## src/rtl/inst_fetch_unit_pkg.sv

```systemverilog
// inst_fetch_unit_pkg: shared datapath width, FSM state encodings and the PC increment for the fetch unit
package inst_fetch_unit_pkg;
  localparam int XLEN = 32;
  localparam logic [XLEN-1:0] PC_INC = 32'd4;
  typedef enum logic [1:0] {
    IDLE  = 2'd0,
    ADDR  = 2'd1,
`ifdef FETCH_MISALIGN_TRAP_EN
    VALID = 2'd2,
    FAULT = 2'd3
`else
    VALID = 2'd2
`endif
  } state_t;
endpackage

```

## src/rtl/inst_fetch_unit_pc_reg.sv

```systemverilog
// pc_reg: program counter with priority rst > load > inc (clk, rst, load, target, inc -> pc)
module pc_reg
  import inst_fetch_unit_pkg::*;
#(
  parameter logic [XLEN-1:0] RESET_PC = 32'h0000_0000
) (
  input  logic            clk,
  input  logic            rst,
  input  logic            load,
  input  logic [XLEN-1:0] target,
  input  logic            inc,
  output logic [XLEN-1:0] pc
);
  always_ff @(posedge clk)
    if (rst) pc <= RESET_PC;
    else if (load) pc <= target;
    else if (inc) pc <= pc + PC_INC;
endmodule

```

## src/rtl/inst_fetch_unit.sv

```systemverilog
// inst_fetch_unit: IDLE/ADDR/VALID fetch FSM with ir; ports clk, rst, fetch_req, inst_ack, pc_load, pc_target, imem_inst -> imem_addr, ir, pc, inst_valid, busy, misalign; FETCH_MISALIGN_TRAP_EN adds a FAULT state for misaligned fetches
module inst_fetch_unit
  import inst_fetch_unit_pkg::*;
#(
  parameter logic [XLEN-1:0] RESET_PC = 32'h0000_0000
) (
  input  logic            clk,
  input  logic            rst,
  input  logic            fetch_req,
  input  logic            inst_ack,
  input  logic            pc_load,
  input  logic [XLEN-1:0] pc_target,
  input  logic [XLEN-1:0] imem_inst,
  output logic [XLEN-1:0] imem_addr,
  output logic [XLEN-1:0] ir,
  output logic [XLEN-1:0] pc,
  output logic            inst_valid,
  output logic            busy,
  output logic            misalign
);
  state_t state;
  logic [XLEN-1:0] target;
`ifdef FETCH_MISALIGN_TRAP_EN
  assign target   = pc_target;
  assign misalign = state == FAULT;
`else
  // without the trap, redirects are forced word-aligned so a misaligned pc can never be fetched
  assign target   = pc_target & ~32'h3;
  assign misalign = 1'b0;
`endif
  assign imem_addr  = pc;
  assign inst_valid = state == VALID;
  assign busy       = state != IDLE;
  pc_reg #(.RESET_PC(RESET_PC)) u_pc (
    .clk(clk), .rst(rst), .load(pc_load), .target(target), .inc(state == ADDR), .pc(pc)
  );
  always_ff @(posedge clk)
    if (rst) begin
      state <= IDLE;
      ir    <= '0;
    end else
      case (state)
`ifdef FETCH_MISALIGN_TRAP_EN
        IDLE:  if (!pc_load && fetch_req) state <= |pc[1:0] ? FAULT : ADDR;
        FAULT: if (pc_load) state <= IDLE;
`else
        IDLE:  if (!pc_load && fetch_req) state <= ADDR;
`endif
        ADDR:
          if (pc_load) state <= IDLE;
          else begin
            ir    <= imem_inst;
            state <= VALID;
          end
        VALID: if (inst_ack) state <= (fetch_req && !pc_load) ? ADDR : IDLE;
        default: state <= IDLE;
      endcase
endmodule

```

## config.mk

```make
export PLATFORM = sky130hd
export DESIGN_NAME = inst_fetch_unit
export DESIGN_NICKNAME = d
export VERILOG_FILES = /design/src/rtl/inst_fetch_unit_pkg.sv /design/src/rtl/inst_fetch_unit_pc_reg.sv /design/src/rtl/inst_fetch_unit.sv
export SDC_FILE = /design/constraint.sdc
export NUM_CORES = 1
export LEC_CHECK = 0
export CORE_UTILIZATION = 32
export DETAILED_ROUTE_END_ITERATION = 10
export PLACE_DENSITY = 0.61
export SETUP_SLACK_MARGIN = 0.1
export SYNTH_ARGS = -nofsm -noshare
export SYNTH_HDL_FRONTEND = slang
export SYNTH_HIERARCHICAL = 1
export SYNTH_SLANG_ARGS = --single-unit
```

## constraint.sdc

```tcl
create_clock -name clk -period 3.2 [get_ports clk]
set_input_delay 0.64 -clock clk [delete_from_list [all_inputs] [get_ports clk]]
set_output_delay 0.64 -clock clk [all_outputs]
set_load 0.02 [all_outputs]
```

==> run summary <==
Status -> complete, no violations
CTS H-tree depth -> 3
Slowest CP cell -> nor2b_1
Post-synth top area cell -> dfxtp_1
Post-Syn Instances -> 418
Area growth syn-to-layout -> 47.5%
Hpwl dp -> 7300 um
Worst-case clock buffer depth -> 2
R2R cell count -> 5
Initial antenna violation count -> 0
Top cell type's share of synthesized area -> 35.4%
Peak supply drop -> 0.000220 V
Setup violations, final -> 0
Final Skew -> 5.38 ps
Area of the multi-input gates -> 1980 sq um
Mux contribution to synthesized area -> 9.39%
CP peak stage delay -> 630 ps
WL met1 -> 4700 um
# Max-Cap Violations -> 0
Routed WL per cell -> 14.9 um
Worst-Margin Slew -> 834 ps
Post-route setup slack -> 736 ps
Top delay family on crit path -> simple AND/OR/NAND/NOR gates
Cell leakage power -> 1.90 nW
Synth top area cells -> dfxtp_1 35%, nand2b_1 11%, mux2i_1 9.4%
Commonest cells in the netlist -> 66 x dfxtp_1, 63 x nand2b_1, 35 x mux2i_1
Pre-antenna DRT Iters -> 4
Initial Util -> 32.8%
Root buffer cell -> clkbuf_16
Main combinational cell family by area after synthesis -> simple AND/OR/NAND/NOR gates
Via/cell ratio -> 4.97
Vias in the first global route -> 3294
Layout Nets -> 613
Unrepaired setup endpoints after global routing -> no
TritonCTS clock tree -> done
TritonCTS Sinks -> 66
Crit. End Element -> flip-flop
Seq cells post-synth -> 66
Total grt overflow -> 0
Sequential standard cell area -> 1320 sq um
Tot Pwr -> 2.34 mW
Most numerous cell in the Yosys netlist -> dfxtp_1
WL final -> 10300 um
Fin area -> 5500 sq um
Worst path depth -> 5
Routed length on met2 -> 4650 um
Sequential element share of the synthesized area -> 35.4%
Post-synthesis simple-gate area fraction -> 30.5%
WP buf/inv -> 0
Pin count of the biggest net entering global routing -> 39
Routed wl met3 -> 789 um
Worst-Skew Late Latency -> 330 ps
Resized cells post-CTS -> 0
Post-Syn Area per Cell -> 8.93 sq um
Final period util -> 77.0%
Post-synth EDFFs -> 0
Crit path DAT -> 2650 ps
DR top layer -> met4
# rows -> 39
Number of setup buffers added after CTS -> 0
Sum Neg Setup Slack -> 0 ps
CP startpoint kind -> flip-flop
Post-synthesis xor/xnor area fraction -> 2.11%
Filler cells -> 1100
First-pass GRT wire length -> 15800 um
Total die area -> 12100 sq um
Port buffer count -> 164
GPL Wtd Cong -> 0.784
DIE HEIGHT -> 110 um
Die width -> 110 um
Distinct cells, synth -> 54
Tot GR Track Use -> 17.0%
Synth Area in Compound Gates -> 10.4%
ANT nets after route -> 0
Final Hold Fails -> 0
Crit Path Class -> reg -> reg
Antenna Diode Count -> 0
Placed instance area -> 5200 sq um
Crit Path Max Fanout -> 9
Dpl ws -> 745 ps
Hold_buf cts -> 0
CTS buffer count -> 9
Fin. max-slew vios -> 0
CP required -> 3390 ps
Min-delay worst type -> reg -> reg
DRC -> 0
Total number of vias -> 3427
Core area -> 11400 sq um
Most used flip-flop cell after synthesis -> dfxtp_1
Power Density -> 425 nW/um^2
Netlist Area Pre-Place -> 3730 sq um
Crit path cell chain -> nor2b_1 > nand2_1 > nor3_1 > nor4bb_1 > a2111oi_0
Post-synthesis adder-cell area fraction -> 0.335%
# IOs -> 168
Min Tclk post-route -> 2460 ps
Asr flop ratio synth -> 0%
Rel. slew slack -> 43.9%
Fmax -> 406 MHz
Layout cells sized above 1 -> 6.40%
DRT iter0 DRCs -> 180
Hold Crit Depth -> 2
YS warnings -> 6
Final core occ -> 48.4%
Worst-path clk slew -> 50 ps
[per-stage QoR]
step           hold slack, ps  instances
5_1_grt                   487        690
3_3_place_gp              457        675
6_report                  469        690
4_1_cts                   475        690
3_5_place_dp              461        675
2_1_floorplan             467        420
[worst reg2reg max path, delay by kind of cell (launching register included)]
kind / cells / cell delay, ps
simple gates: 4 / 1840
compound gates: 1 / 100
flops: 1 / 400
[report_power, final]
part / leakage [nW] / switching (mW) / internal [mW]
Clock: 0.152 / 0.343 / 0.661
Sequential: 0.541 / 0.0560 / 0.859
Combinational: 1.21 / 0.186 / 0.235
Total: 1.90 / 0.585 / 1.76
[cell type report]
type	instances	area share, %
Tap cell	143	3.25
Clock buffer	13	4.91
Multi-Input combinational cell	288	36.0
Clock inverter	2	0.637
Inverter	7	0.477
Sequential cell	66	24.0
Timing Repair Buffer	171	30.7
[path summary, 6_finish.rpt]
check	startpoint	end	slack (ps)
worst max-delay path	state[0]	u_pc/pc[18]	740
worst min-delay path	ir[31]	ir[31]	470
worst max register to register	state[0]	u_pc/pc[18]	740
worst min register to register	ir[31]	ir[31]	470
[cells by family (layout without fill, tap and decap cells)]
| group | after synthesis | in the layout |
|---|---|---|
| DFF | 66 | 66 |
| muxes | 35 | 35 |
| other | 1 | 3 |
| xor gates and xnor gates | 9 | 9 |
| and+or+nand+nor | 191 | 191 |
| AOI/OAI and AO/OA | 49 | 49 |
| buffers and inverters | 66 | 193 |
| adders and majority gates | 1 | 1 |
[layout by cell type, fill, tap and decap left out, types with 3 or more instances in the layout]
cell type        count
a311oi_1             5
or2_2                4
dfxtp_1             66
o31ai_1              3
clkbuf_16            9
nand4_1             17
nand3_1              8
nand2b_1            63
nor2_1              27
nand2b_2             5
inv_1                7
nand2_1             20
clkdlybuf4s50_1    163
o21ai_0              4
o311a_1              3
mux2i_1             35
a21oi_1              8
conb_1               3
o31a_1               3
clkbuf_8             3
xor2_1               7
and4_1               5
or3_1                7
and3_1               3
o2111a_1             3
and2_1               3
nor3b_1              5
nor4_1              10
a2111oi_0            3
buf_4                7
or4_1                3
a211oi_1             8
[layer usage]
layer  track usage (%)  vias up
met5                 0        -
met3              4.94       12
met2              27.2      131
met1              21.4     1586
li1                  -     1698
met4              6.48        0
No activity file was read; power rests on OpenSTA's default activity.
